$ cat src/rtl/uart_rx_scoreboard_pkg.sv
// Shared types and LFSR step for the UART loopback pattern generator and receive scoreboard.
package uart_tb_pkg;

   typedef enum logic [1:0] {
      IDLE = 2'd0,
      RUN  = 2'd1,
      DONE = 2'd2
   } state_e;

   localparam int         LFSR_W            = 8;
   localparam logic [7:0] LFSR_SEED_DEFAULT = 8'h01;

   // Fibonacci step, taps 8/6/5/4; an all-zero state would lock up, so seeds are never zero.
   function automatic logic [7:0] lfsr_next(input logic [7:0] v);
      return {v[6:0], v[7] ^ v[5] ^ v[4] ^ v[3]};
   endfunction

endpackage

$ cat src/rtl/uart_rx_scoreboard_if.sv
// Byte stream from the UART receiver into the scoreboard.
interface uart_rx_scoreboard_if;
   logic       rx_valid;
   logic [7:0] rx_data;
   logic       rx_frame_err;

   modport master (output rx_valid, output rx_data, output rx_frame_err);
   modport slave  (input  rx_valid, input  rx_data, input  rx_frame_err);
endinterface

$ cat src/rtl/uart_pattern_lfsr.sv
// 8-bit pattern LFSR with load and advance; shared by the pattern generator and the scoreboard.
module uart_pattern_lfsr
   import uart_tb_pkg::*;
(
   input  logic              clk,
   input  logic              rst,
   input  logic              load,
   input  logic [LFSR_W-1:0] seed,
   input  logic              advance,
   output logic [LFSR_W-1:0] value
);

   always_ff @(posedge clk) begin
      if (rst) begin
         value <= LFSR_SEED_DEFAULT;
      end else if (load) begin
         value <= (seed == '0) ? LFSR_SEED_DEFAULT : seed;
      end else if (advance) begin
         value <= lfsr_next(value);
      end
   end

endmodule

$ cat src/rtl/uart_rx_scoreboard.sv
// Receive-side checker: compares received bytes against the LFSR pattern, counts errors.
// Optional idle watchdog enabled by defining SCOREBOARD_TIMEOUT_EN.
//
// state | meaning
// IDLE  | after reset, waiting for start
// RUN   | accepting and checking bytes
// DONE  | run complete; further bytes are overruns
module uart_rx_scoreboard
   import uart_tb_pkg::*;
#(
   parameter int CNT_W       = 16,
   parameter int TIMEOUT_CYC = 50000
) (
   input  logic                  clk,
   input  logic                  rst,
   input  logic                  start,
   input  logic [7:0]            seed,
   input  logic [15:0]           num_bytes,
   uart_rx_scoreboard_if.slave   rx,
   output logic                  busy,
   output logic                  done,
   output logic                  pass,
   output logic                  mismatch,
   output logic                  timeout,
   output logic [CNT_W-1:0]      error_count,
   output logic [15:0]           byte_count
);

   state_e      state, state_nxt;
   logic [15:0] num_r;
   logic [7:0]  exp_byte;
   logic        byte_err, accept, overrun, timeout_hit, err_inc;

   uart_pattern_lfsr u_lfsr (
      .clk     (clk),
      .rst     (rst),
      .load    (start),
      .seed    (seed),
      .advance (accept),
      .value   (exp_byte)
   );

   assign byte_err = (rx.rx_data != exp_byte) | rx.rx_frame_err;
   assign accept   = (state == RUN) && rx.rx_valid && !start && (byte_count != num_r);
   // A byte arriving in the last RUN cycle, after the count is already met, is an overrun too.
   assign overrun  = rx.rx_valid && !start &&
                     ((state == DONE) || ((state == RUN) && (byte_count == num_r)));
   assign err_inc  = (accept && byte_err) || overrun || timeout_hit;

`ifdef SCOREBOARD_TIMEOUT_EN
   localparam int IDLE_W = $clog2(TIMEOUT_CYC + 1);

   logic [IDLE_W-1:0] idle_cnt;
   logic              timeout_r;

   assign timeout_hit = (state == RUN) && !start && !rx.rx_valid &&
                        (idle_cnt == IDLE_W'(TIMEOUT_CYC));
   assign timeout     = timeout_r;

   always_ff @(posedge clk) begin
      if (rst) begin
         idle_cnt  <= '0;
         timeout_r <= 1'b0;
      end else if (start) begin
         idle_cnt  <= '0;
         timeout_r <= 1'b0;
      end else begin
         if (rx.rx_valid) begin
            idle_cnt <= '0;
         end else if ((state == RUN) && (idle_cnt != IDLE_W'(TIMEOUT_CYC))) begin
            idle_cnt <= idle_cnt + IDLE_W'(1);
         end
         if (timeout_hit) begin
            timeout_r <= 1'b1;
         end
      end
   end
`else
   assign timeout_hit = 1'b0;
   // Always false; keeps TIMEOUT_CYC referenced in the build without the watchdog.
   assign timeout     = (TIMEOUT_CYC < 0);
`endif

   always_ff @(posedge clk) begin
      if (rst) begin
         state <= IDLE;
      end else begin
         state <= state_nxt;
      end
   end

   always_comb begin
      state_nxt = state;
      if (start) begin
         state_nxt = (num_bytes == '0) ? DONE : RUN;
      end else begin
         case (state)
            IDLE: state_nxt = IDLE;
            RUN:  if (timeout_hit || (byte_count == num_r)) state_nxt = DONE;
            DONE: state_nxt = DONE;
            default: state_nxt = IDLE;
         endcase
      end
   end

   always_ff @(posedge clk) begin
      if (rst) begin
         num_r       <= '0;
         error_count <= '0;
         byte_count  <= '0;
         mismatch    <= 1'b0;
      end else if (start) begin
         num_r       <= num_bytes;
         error_count <= '0;
         byte_count  <= '0;
         mismatch    <= 1'b0;
      end else begin
         mismatch <= (accept && byte_err) || overrun;
         if (err_inc && (error_count != '1)) begin
            error_count <= error_count + CNT_W'(1);
         end
         if (accept) begin
            byte_count <= byte_count + 16'd1;
         end
      end
   end

   assign busy = (state == RUN);
   assign done = (state == DONE);
   assign pass = (state == DONE) && (error_count == '0);

endmodule

$ cat src/flat_wrapper.sv
// flat-port wrapper written by rule: the top's interface ports become plain ports
module uart_rx_scoreboard_flat import uart_tb_pkg::*;
#(
   parameter int CNT_W       = 16,
   parameter int TIMEOUT_CYC = 50000
)
  (clk, rst, start, seed, num_bytes, busy, done, pass, mismatch, timeout, error_count, byte_count, rx_rx_valid, rx_rx_data, rx_rx_frame_err);
  uart_rx_scoreboard_if rx_i ();
  input  logic clk;
  input  logic rst;
  input  logic start;
  input  logic [7:0] seed;
  input  logic [15:0] num_bytes;
  output logic busy;
  output logic done;
  output logic pass;
  output logic mismatch;
  output logic timeout;
  output logic [CNT_W-1:0] error_count;
  output logic [15:0] byte_count;
  input wire logic [$bits(rx_i.rx_valid)-1:0] rx_rx_valid;
  input wire logic [$bits(rx_i.rx_data)-1:0] rx_rx_data;
  input wire logic [$bits(rx_i.rx_frame_err)-1:0] rx_rx_frame_err;
  assign rx_i.rx_valid = rx_rx_valid;
  assign rx_i.rx_data = rx_rx_data;
  assign rx_i.rx_frame_err = rx_rx_frame_err;
  uart_rx_scoreboard #(.CNT_W(CNT_W), .TIMEOUT_CYC(TIMEOUT_CYC)) u_core (.clk(clk), .rst(rst), .start(start), .seed(seed), .num_bytes(num_bytes), .rx(rx_i), .busy(busy), .done(done), .pass(pass), .mismatch(mismatch), .timeout(timeout), .error_count(error_count), .byte_count(byte_count));
endmodule
$ cat config.mk
export PLATFORM = sky130hd
export DESIGN_NAME = uart_rx_scoreboard_flat
export DESIGN_NICKNAME = d
export VERILOG_FILES = /design/src/rtl/uart_rx_scoreboard_pkg.sv /design/src/rtl/uart_rx_scoreboard_if.sv /design/src/rtl/uart_pattern_lfsr.sv /design/src/rtl/uart_rx_scoreboard.sv /design/src/flat_wrapper.sv
export SDC_FILE = /design/constraint.sdc
export NUM_CORES = 1
export LEC_CHECK = 0
export BUFFER_PORTS_ARGS = -buffer_cell sky130_fd_sc_hd__buf_2
export CORE_UTILIZATION = 35
export DETAILED_ROUTE_END_ITERATION = 6
export PLACE_DENSITY = 0.61
export SLEW_MARGIN = 40
export SYNTH_ARGS = -nofsm -noshare
export SYNTH_HDL_FRONTEND = slang
export SYNTH_SLANG_ARGS = --single-unit
$ cat constraint.sdc
create_clock -name clk -period 2.2 [get_ports clk]
set_clock_uncertainty 0.15 [all_clocks]
set_input_delay 0.11 -clock clk [delete_from_list [all_inputs] [get_ports clk]]
set_output_delay 0.11 -clock clk [all_outputs]
set_load 0.1 [all_outputs]
== After elaboration in Yosys (flattened, before gate mapping) ==
Index checks and enable logic that the tools add are counted.
Word-level totals
  register bits: 59
  input bits: 37
  output and inout port bits: 37
  word-level logic and storage cells: 43
Cells by class
  $add $sub $neg: 2
  eq/ne operators: 7
  mux-type cells: 7
  bitwise logic cells: 4
  reductions and logical operators: 17
Operators by type and width (count)
  $add A16 B1 Y16 const B: 2
  $logic_not A16 Y1: 2
  $mux W8: 3
  $eq A16 B16 Y1: 1
  $ne A16 B16 Y1: 1
  $ne A16 B16 Y1 const B: 1
  $logic_and A1 B1 Y1: 9
  $logic_not A8 Y1: 1
  $ne A8 B8 Y1: 1
  $mux W2: 3
  $pmux W2 S2: 1
  $ne A3 B2 Y1 const B: 1
  $xor A1 B1 Y1: 3
  $eq A2 B1 Y1 const B: 1
  $eq A2 B2 Y1 const B: 1
  $logic_or A1 B1 Y1: 2
  $reduce_bool A2 Y1: 1
  $reduce_or A2 Y1: 1
  $logic_not A1 Y1: 1
  $or A1 B1 Y1: 1

== Logic depth before layout (Yosys ltp) ==
Gate-level depths: netlist (run 1).
  depth after elaboration: 7
  gate-level depth with buffers: 8
  depth with buffers taken out: 7

== Cells and area by module ==
A second synthesis (run 1) with hierarchy kept.
Second synthesis, totals
  cells, all modules: 360
  area, all modules: 3114.2 µm²
Modules (own cells, without submodules)
  uart_rx_scoreboard: instances 1, cells each 316, area each 2673.8 µm²
  uart_pattern_lfsr: instances 1, cells each 44, area each 440.4 µm²

== Least setup slack after synthesis (run 1) ==
No wires, ideal clock.
  path kind: register to register
  start point: register u_core.error_count[6]
  end point: register u_core.error_count[0]
  arrival time: 2690 ps
  required time: 1980 ps
  path slack: -711 ps
  stages on the path, launching flop included: 8
  buffers on the path: 1
  clock period less this slack: 2911 ps
  cell sequence: dfxtp_1 > and4_1 > nand3_1 > or4_1 > nand2_1 > buf_4 > o21ai_0 > a21oi_1
Between the ends
  longest elaborated chain between the ends: 2
Ends and longest elaborated chain
  start: declaration: line uart_rx_scoreboard.sv:25  | output logic [CNT_W-1:0] error_count,
  start signal: assignment: line uart_rx_scoreboard.sv:120  | error_count <= error_count + CNT_W'(1);
  $ne A16 B16 Y1: line uart_rx_scoreboard.sv:119  | if (err_inc && (error_count != '1)) begin
  $logic_and A1 B1 Y1: line uart_rx_scoreboard.sv:119
No other way between the ends.
A chain may end at the register's enable or synchronous reset.

== Worst setup path in the final report (run 1) ==
  start point: register u_core.u_lfsr.value[1]
  end point: register u_core.error_count[6]
Between the ends
  longest elaborated chain between the ends: 5
Ends and longest elaborated chain
  start: declaration: line uart_pattern_lfsr.sv:10  | output logic [LFSR_W-1:0] value
  start signal: assignment: line uart_pattern_lfsr.sv:17  | value <= (seed == '0) ? LFSR_SEED_DEFAULT : seed;
  start signal: assignment: line uart_pattern_lfsr.sv:19  | value <= lfsr_next(value);
  $ne A8 B8 Y1: line uart_rx_scoreboard.sv:43  | assign byte_err = (rx.rx_data != exp_byte) | rx.rx_frame_err;
  $or A1 B1 Y1: line uart_rx_scoreboard.sv:43
  $logic_and A1 B1 Y1: line uart_rx_scoreboard.sv:48  | assign err_inc = (accept && byte_err) || overrun || timeout_hit;
  $logic_or A1 B1 Y1: line uart_rx_scoreboard.sv:48
  $logic_and A1 B1 Y1: line uart_rx_scoreboard.sv:119
No other way between the ends.

==> results.json, run 1 <==
{
  "cap_violations": 0,
  "wl_mm": 9.738,
  "drt_iter0_markers": 240,
  "clk_path_buf_depth": 2,
  "dp_hpwl_mm": 6.447,
  "path_max_fanout": 8,
  "dpl-instance-area_um2": 3812,
  "num-fill-cells": 757,
  "synth_top_cell_area_share_pct": 38.22,
  "antenna_found_initial": 0,
  "worst_pin_slew_ps": 500.3,
  "clock-sinks": 59,
  "antenna_cells": 0,
  "stdcell_area_um2": 4528,
  "avgRoutedWirePerCell_um": 16.62,
  "worst-setup-path-type": "reg2reg",
  "slew_headroom_pct": 66.54,
  "grt-ovfl-total": 0,
  "clk_latency_ps": 340,
  "p_sw_uw": 658.4,
  "rsz0062_at_grt": "yes",
  "startpoint_type": "flip-flop",
  "synth_flop_cell": "dfxtp_1",
  "critPathArrivalTime_ps": 2390,
  "io_buffers": 72,
  "vdd.ir_drop.worst_mv": 0.3485,
  "gp_congestion": 0.8491,
  "drive_gt1_share_pct": 39.50,
  "vias_per_cell": 5.551,
  "cts_buffers": 9,
  "yosysSeqAreaShare_pct": 38.22,
  "std_cell_rows": 33,
  "cp.required_ps": 2320,
  "grt_max_degree": 34,
  "leakage_nw": 1.730,
  "p_clk_share_pct": 43.3,
  "syn2layout_area_growth_pct": 46.52,
  "cts_tree": "done",
  "ys_types": 43,
  "hold_path.class": "in2reg",
  "synth-edff-count": 0,
  "end_kind": "flip-flop",
  "finalCritPeriodShare_pct": 103.3,
  "slowest_stage": "or4_4",
  "cp_slowest_stage_delay_ps": 460,
  "cts-root-buf": "clkbuf_8",
  "ys_seq_elements": 59,
  "multi_input_area_um2": 1943,
  "comb_power_share_pct": 13.2,
  "grt_pass1_vias": 2994,
  "tns_ps": -295.8,
  "power_density_nw_per_um2": 559.3,
  "coreArea_um2": 8382,
  "fp.dieW_um": 95.97,
  "slew_violations": 0,
  "dr.pass1.iters": 5,
  "yosys_warnings": 0,
  "ios": 74,
  "die_area_um2": 9209,
  "initial_core_util_pct": 36.87,
  "ys_async_sr_fraction_pct": 0,
  "fmax_mhz": 439.9,
  "avgSynthCellArea_um2": 8.561,
  "die_y_um": 95.97,
  "grtUsageTotal_pct": 21.20,
  "syn_area_um2": 3090,
  "yosys-top-cells-area": "dfxtp_1 38%, xnor2_1 10%, mux2i_1 5.8%",
  "detail-route-antenna-nets": 0,
  "finalSetupViolations": 13,
  "power_frac_seq_pct": 43.5,
  "nets": 518,
  "period_minus_slack_ps": 2273,
  "synth.largest_area_cell": "dfxtp_1",
  "hold_viol": 0,
  "p_int_mw": 1.874,
  "fin_ws_ps": -73.15,
  "grt_pass1_wl_mm": 14.60,
  "drc": 0,
  "violations": "setup timing",
  "netlist_instances": 361,
  "cp_cell_sequence": "xnor2_2 > nand4_1 > or4_4 > nor3_4 > clkbuf_16 > o21ai_0 > a21oi_1",
  "swShare_pct": 26.00,
  "vias": 3253,
  "ff_latch_area_um2": 1300,
  "synth_fp_nets": 403,
  "status": "finished, violations left",
  "cts-htree-levels": 3,
  "clk_pin_slew_worst_paths_ps": 70
}
## cells by family (layout without fill, tap and decap cells)
group           Yosys count  in the layout  share of synthesized area [%]
simple gates            149            149                          26.40
compound gates           61             61                          12.51
flops                    59             59                          38.22
xor+xnor                 39             39                          11.05
buf+inv                  29            149                          3.846
mux                      18             18                          5.830
fa+ha+maj                 5              5                          2.024
other cells               1              1                         0.1213
## cell usage in the layout, fill, tap and decap left out, types with 3 or more instances in the layout
cell type      Yosys  routed
a22oi_1            3       3
nand3_1           13      13
a21oi_2            0       6
or3_1              8       8
o21ai_2            0       3
clkbuf_8           0      11
clkbuf_16          0       4
ha_1               5       3
nand2_1           20      19
dfxtp_1           59      18
inv_1              9       8
nor2_1            38      37
and4_1             4       3
buf_4              2      21
nor4b_1            3       3
xnor2_2            0       7
dlygate4sd3_1      0      24
o21ai_0            8       5
or4_1             11       5
buf_2              2      71
a21oi_1           21      15
nor4_1            12      12
or4_4              0       6
mux2i_1           18      18
a31oi_1            4       4
xnor2_1           37      30
o211ai_1           9       9
dfxtp_2            0      14
nand4_1           16      16
nor3_1            11      10
o31ai_1            6       6
and3_1             3       3
dfxtp_4            0      27
## power groups by stage
| stage | combinational (mW) | sequential (mW) | clock [mW] |
|---|---|---|---|
| after global routing | 0.362 | 1.10 | 1.17 |
| after floorplan | 0.194 | 1.12 | 0 |
| after CTS | 0.313 | 1.10 | 1.12 |
| final | 0.335 | 1.10 | 1.10 |
| after global placement | 0.277 | 1.12 | 0 |
| after detailed placement | 0.279 | 1.12 | 0 |
## worst paths after layout
| path | slack, ps | end | cells after the start | start |
|---|---|---|---|---|
| worst min register to register | 350 | u_core.error_count[10] | 2 | u_core.error_count[10] |
| worst max-delay path | -70 | u_core.error_count[6] | 7 | u_core.u_lfsr.value[1] |
| worst min-delay path | 100 | u_core.error_count[7] | 3 | rst |
| worst max register to register | -70 | u_core.error_count[6] | 7 | u_core.u_lfsr.value[1] |
## layout make-up
type	instances	area share, %
Clock buffer	13	3.979
Clock inverter	3	0.9119
Inverter	9	0.7461
Multi-Input combinational cell	273	42.91
Sequential cell	59	28.71
Tap cell	105	2.901
Timing Repair Buffer	124	19.84
## layer usage
| layer | GRT usage (%) | up-vias | wire length, um |
|---|---|---|---|
| li1 | - | 1555 | - |
| met1 | 25.48 | 1516 | 3904 |
| met2 | 35.06 | 153 | 4841 |
| met3 | 5.450 | 29 | 688 |
| met4 | 10.45 | 0 | 304 |
| met5 | 0 | - | 0 |
## worst max-delay path, delay by kind of cell, from the launching register on
kind                      cells  cell delay (ps)
DFF                           1              360
xor gates and xnor gates      1              170
AOI/OAI and AO/OA             2              250
buffers and inverters         1              260
and+or+nand+nor               3             1000
## stage by stage
stage / hold WS (ps) / setup slack [ps] / cells / total power [mW] / utilization [%]
after floorplan: 107.3 / -85.38 / 361 / 1.314 / -
after global placement: 212.9 / 38.53 / 539 / 1.401 / 45.48
after detailed placement: 221.9 / 17.55 / 539 / 1.403 / 45.48
after CTS: 77.25 / -8.847 / 579 / 2.530 / 51.08
after global routing: 115.6 / -187.8 / 586 / 2.635 / 54.02
final: 98.66 / -73.15 / 586 / 2.532 / 54.02
## timing repair
action	CTS	global route
setup endpoints to repair	5	28
endpoints found under the hold margin	24	0
hold buffers	24	0
cloned	0	4
buffers inserted	0	3
pin swaps	3	23
gates resized for setup	1	38
## sequential cells by signal, summed over array words and instances, names as in the netlist
register	flops
u_core.mismatch	1
u_core.state	2
u_core.num_r	16
u_core.error_count	16
u_core.u_lfsr.value	8
u_core.byte_count	16
## cell usage after synthesis (3+ instances only)
cell and instances:
a21oi_1 21, a22oi_1 3, a31oi_1 4, and3_1 3
and4_1 4, clkbuf_1 15, dfxtp_1 59, ha_1 5
inv_1 9, mux2i_1 18, nand2_1 20, nand3_1 13
nand4_1 16, nor2_1 38, nor3_1 11, nor4_1 12
nor4b_1 3, o211ai_1 9, o21ai_0 8, o31ai_1 6
or3_1 8, or4_1 11, xnor2_1 37
Power figures use the tool's default switching activity.
==> inputs of run 2 (changes only) <==
--- a/config.mk
+++ b/config.mk
@@ -5,7 +5,7 @@
 export SDC_FILE = /design/constraint.sdc
 export NUM_CORES = 1
 export LEC_CHECK = 0
-export BUFFER_PORTS_ARGS = -buffer_cell sky130_fd_sc_hd__buf_2
+export BUFFER_PORTS_ARGS = -buffer_cell sky130_fd_sc_hd__buf_4
 export CORE_UTILIZATION = 35
 export DETAILED_ROUTE_END_ITERATION = 6
 export PLACE_DENSITY = 0.61
==> results.json, run 2 (synthesized netlist as in run 1, its figures left out) <==
{
  "status": "finished clean",
  "gp_congestion": 0.8263,
  "end_kind": "flip-flop",
  "rsz0062_at_grt": "yes",
  "vdd.ir_drop.worst_mv": 0.4302,
  "clk_path_buf_depth": 2,
  "antenna_cells": 0,
  "avgRoutedWirePerCell_um": 16.50,
  "cp.required_ps": 2330,
  "hold_path.class": "in2reg",
  "vias_per_cell": 5.383,
  "die_area_um2": 9209,
  "clk_latency_ps": 350,
  "worst-setup-path-type": "reg2reg",
  "dr.pass1.iters": 5,
  "cts-htree-levels": 3,
  "nets": 537,
  "drive_gt1_share_pct": 38.40,
  "grt_pass1_wl_mm": 15.50,
  "grtUsageTotal_pct": 22.74,
  "drt_iter0_markers": 262,
  "drc": 0,
  "fin_ws_ps": 13.46,
  "finalSetupViolations": 0,
  "cts_buffers": 9,
  "dp_slack_ps": -22.12,
  "syn2layout_area_growth_pct": 57.21,
  "cts-root-buf": "clkbuf_8",
  "biggestRegsByFlops": "u_core.byte_count (16), u_core.error_count (16), u_core.num_r (16)",
  "layout_common_cells": "98 x buf_4, 41 x dlygate4sd3_1, 37 x nor2_1",
  "leakage_nw": 1.880,
  "io_buffers": 72,
  "hold_ws_ps": 102.1,
  "detail-route-antenna-nets": 0,
  "power_density_nw_per_um2": 523.1,
  "totalPowerFinal_mw": 2.542,
  "cap_violations": 0,
  "coreArea_um2": 8382,
  "cts_tree": "done",
  "dp_hpwl_mm": 6.464,
  "std_cell_rows": 33,
  "grt-ovfl-total": 0,
  "wl_mm": 9.985,
  "die_y_um": 95.97,
  "hold_viol": 0,
  "antenna_found_initial": 0,
  "fmax_mhz": 457.3,
  "clk_pin_slew_worst_paths_ps": 70,
  "slew_violations": 0,
  "fp.dieW_um": 95.97,
  "path_max_fanout": 15,
  "grt_pass1_vias": 3084,
  "ios": 74,
  "tns_ps": 0,
  "finalCritPeriodShare_pct": 99.39,
  "critPathArrivalTime_ps": 2320,
  "grt_max_degree": 33,
  "startpoint_type": "flip-flop",
  "mostFrequentLayoutCell": "buf_4",
  "period_minus_slack_ps": 2187,
  "clock-sinks": 59,
  "vias": 3257,
  "initial_core_util_pct": 36.87
}
-- run 2: changes by cell type in the layout (fill, tap and decap cells not counted), sizes merged --
cell         previous run  this run
clkinv                  1         3
clkbuf                 17        14
bufinv                  1         0
dlygate4sd3            24        41
inv                    10         9
buf                    96       101
-- run 2: final cells by class --
| class | instances | area (um2) |
|---|---|---|
| multi-input combinational | 273 | 1946 |
| timing repair buffer | 143 | 1230 |
| fill | 735 | 3523 |
| tap | 105 | 131.4 |
| clock buffer | 13 | 201.4 |
| sequential | 59 | 1301 |
| inverter | 9 | 33.78 |
| clock inverter | 3 | 15.01 |
-- run 2: metrics by stage --
step / cell area, um2 / std cells / utilization (%)
6_report: 4858 / 605 / 57.96
5_1_grt: 4858 / 605 / 57.96
4_1_cts: 4686 / 598 / 55.90
3_5_place_dp: 3985 / 538 / 47.54
3_3_place_gp: 3985 / 538 / 47.54
2_1_floorplan: 3249 / 361 / -
-- run 2: worst paths after layout --
path	start	endpoint	slack, ps	cells past startpoint
worst min register to register	u_core.state[0]	u_core.state[0]	340	2
worst max register to register	u_core.byte_count[1]	u_core.error_count[15]	10	7
worst min-delay path	rx_rx_valid	u_core.mismatch	100	4
worst max-delay path	u_core.byte_count[1]	u_core.error_count[15]	10	7
-- run 2: report_power, final --
group / switching, mW / leakage, nW / internal, mW
registers: 0.0340 / 0.508 / 1.07
clock network: 0.454 / 0.115 / 0.602
logic: 0.189 / 1.26 / 0.192
-- run 2: critical path, stage by stage (launching register included) --
cell     delay, ps
dfxtp_4        370
xnor2_2        150
nand4_1        150
nor4_4         420
nor3_4          80
buf_12         150
or4_4          510
a21oi_2        140
-- run 2: timing repair --
action	CTS	global route
pin swaps	5	12
hold endpoints to repair	25	0
resized for setup	6	30
endpoints found under the setup margin	4	27
cloned	1	1
buffers inserted	2	6
hold buffers	41	0
-- run 2: metal layers --
metal / GRT usage (%) / share of wire, %
met1: 27.61 / 43
met2: 37.86 / 50
met3: 6.398 / 4.6
met4: 9.080 / 2.3
met5: 0 / 0
==> inputs of run 3 (changes only) <==
--- a/config.mk
+++ b/config.mk
@@ -6,9 +6,9 @@
 export NUM_CORES = 1
 export LEC_CHECK = 0
 export BUFFER_PORTS_ARGS = -buffer_cell sky130_fd_sc_hd__buf_4
-export CORE_UTILIZATION = 35
+export CORE_UTILIZATION = 48
 export DETAILED_ROUTE_END_ITERATION = 6
-export PLACE_DENSITY = 0.61
+export PLACE_DENSITY = 0.79
 export SLEW_MARGIN = 40
 export SYNTH_ARGS = -nofsm -noshare
 export SYNTH_HDL_FRONTEND = slang
==> results.json, run 3 (synthesized netlist as in run 1, its figures left out) <==
{
  "vdd.ir_drop.worst_mv": 0.3679,
  "p_int_mw": 1.797,
  "clk_latency_ps": 350,
  "cts-htree-levels": 3,
  "cts-root-buf": "clkbuf_8",
  "slowest_stage": "or4_4",
  "biggestRegsByFlops": "u_core.byte_count (16), u_core.error_count (16), u_core.num_r (16)",
  "power_density_nw_per_um2": 533.7,
  "dp_slack_ps": 13.38,
  "r2r_setup_slack_ps": 50,
  "crit_end": "u_core.error_count[5]",
  "fp.dieW_um": 82.24,
  "path_max_fanout": 5,
  "grt_max_degree": 33,
  "wl_mm": 10.14,
  "cp_slowest_stage_delay_ps": 410,
  "coreArea_um2": 6061,
  "critPathArrivalTime_ps": 2270,
  "grt-ovfl-total": 0,
  "critPathLaunch": "u_core.byte_count[14]",
  "mostFrequentLayoutCell": "buf_4",
  "clk_pin_slew_worst_paths_ps": 70,
  "dp_hpwl_mm": 6.060,
  "ios": 74,
  "hold_ws_ps": 0.5759,
  "slew_violations": 0,
  "die_y_um": 82.24,
  "gp_congestion": 0.9064,
  "cp_cell_sequence": "xnor2_1 > nand4_1 > nor4_4 > buf_6 > nor3_4 > buf_4 > or4_4 > a21oi_2",
  "min-delay-start": "rst",
  "p_clk_share_pct": 39.8,
  "io_buffers": 72,
  "drive_gt1_share_pct": 34.22,
  "dr.pass1.iters": 7,
  "fin_util_pct": 76.42,
  "nets": 528,
  "antenna_cells": 0,
  "period_minus_slack_ps": 2147,
  "grtUsageTotal_pct": 30.63,
  "cp.required_ps": 2320,
  "worst-setup-path-type": "reg2reg",
  "antenna_found_initial": 0,
  "avgRoutedWirePerCell_um": 17.92,
  "syn2layout_area_growth_pct": 49.88,
  "clock-sinks": 59,
  "stdcell_area_um2": 4632,
  "r2r-end": "u_core.error_count[5]",
  "p_sw_uw": 675.4,
  "startpoint_type": "flip-flop",
  "hold_path.class": "in2reg",
  "fmax_mhz": 465.7,
  "initial_core_util_pct": 50.99,
  "r2r_cells": 8,
  "swShare_pct": 27.32,
  "cap_violations": 0,
  "drc": 0,
  "detail-route-antenna-nets": 0,
  "grt_pass1_wl_mm": 15.37,
  "std_cell_rows": 28,
  "comb_power_share_pct": 15.7,
  "cts_tree": "done",
  "cts_buffers": 9,
  "end_kind": "flip-flop",
  "leakage_nw": 1.774,
  "finalCritPeriodShare_pct": 97.61,
  "finalSetupViolations": 0,
  "regToRegStartpoint": "u_core.byte_count[14]",
  "vias_per_cell": 6.078,
  "status": "finished clean",
  "rsz0062_at_grt": "yes",
  "slew_headroom_pct": 63.88,
  "layout_common_cells": "91 x buf_4, 37 x nor2_1, 37 x dlygate4sd3_1",
  "drt_iter0_markers": 224,
  "die_area_um2": 6763,
  "fin_ws_ps": 52.59,
  "vias": 3440,
  "worst_pin_slew_ps": 536.8,
  "power_frac_seq_pct": 44.5,
  "dpl-instance-area_um2": 3955,
  "grt_pass1_vias": 3119,
  "hold_viol": 0,
  "clk_path_buf_depth": 2
}
==> run 3: how the worst min path moves through the flow <==
| stage | to | depth (start not counted) | slack (ps) |
|---|---|---|---|
| 2_1_floorplan | u_core.num_r[0] | 2 | 110 |
| 3_3_place_gp | u_core.num_r[4] | 3 | 200 |
| 3_5_place_dp | u_core.num_r[3] | 3 | 210 |
| 4_1_cts | u_core.num_r[6] | 2 | 1 |
| 5_1_grt | u_core.u_lfsr.value[2] | 2 | 20 |
| 6_report | u_core.num_r[0] | 2 | 0.6 |
==> run 3: what timing repair did <==
action / 4_1_cts / 5_1_grt
pin swaps: 1 / 5
buffers inserted: 1 / 2
gates resized for setup: 0 / 21
gates cloned: 0 / 1
hold buffers: 37 / 0
endpoints found under the setup margin: 7 / 36
endpoints found under the hold margin: 24 / 0
==> run 3: critical path, delay by kind of cell, from the launching register on <==
kind                   cells  cell delay [ps]
AO/OA/AOI/OAI              1              130
buffers and inverters      2              320
AND/OR/NAND/NOR            4              950
flip-flops                 1              360
XOR/XNOR                   1              160
==> run 3: layout make-up <==
type,instances,area [um2]
Clock buffer,15,187.7
Clock inverter,1,5.005
Fill cell,379,1429
Inverter,9,33.78
Multi-Input combinational cell,274,1896
Sequential cell,59,1289
Tap cell,75,93.84
Timing Repair Buffer,133,1127
==> run 3: stage by stage <==
stage                     power, mW  cells  setup TNS (ps)
after floorplan               1.314    361          -174.3
after global placement        1.420    509               0
after detailed placement      1.426    509               0
after CTS                     2.430    563               0
after global routing          2.538    566          -745.9
final                         2.472    566               0
==> run 3: layer usage <==
metal | vias up | routed length (um) | track usage [%]
met1 | 1616 | 3907 | 37.63
met3 | 40 | 839 | 4.396
met4 | 0 | 391 | 15.26
met5 | - | 0 | 0
met2 | 214 | 5004 | 52.07
li1 | 1570 | - | -
==> run 3: power groups by stage <==
stage	registers, mW	clock network (mW)	logic, mW
global route	1.10	1.03	0.410
CTS	1.10	0.972	0.362
detailed placement	1.12	0	0.306
global placement	1.12	0	0.301
finish	1.10	0.983	0.388
floorplan	1.12	0	0.194
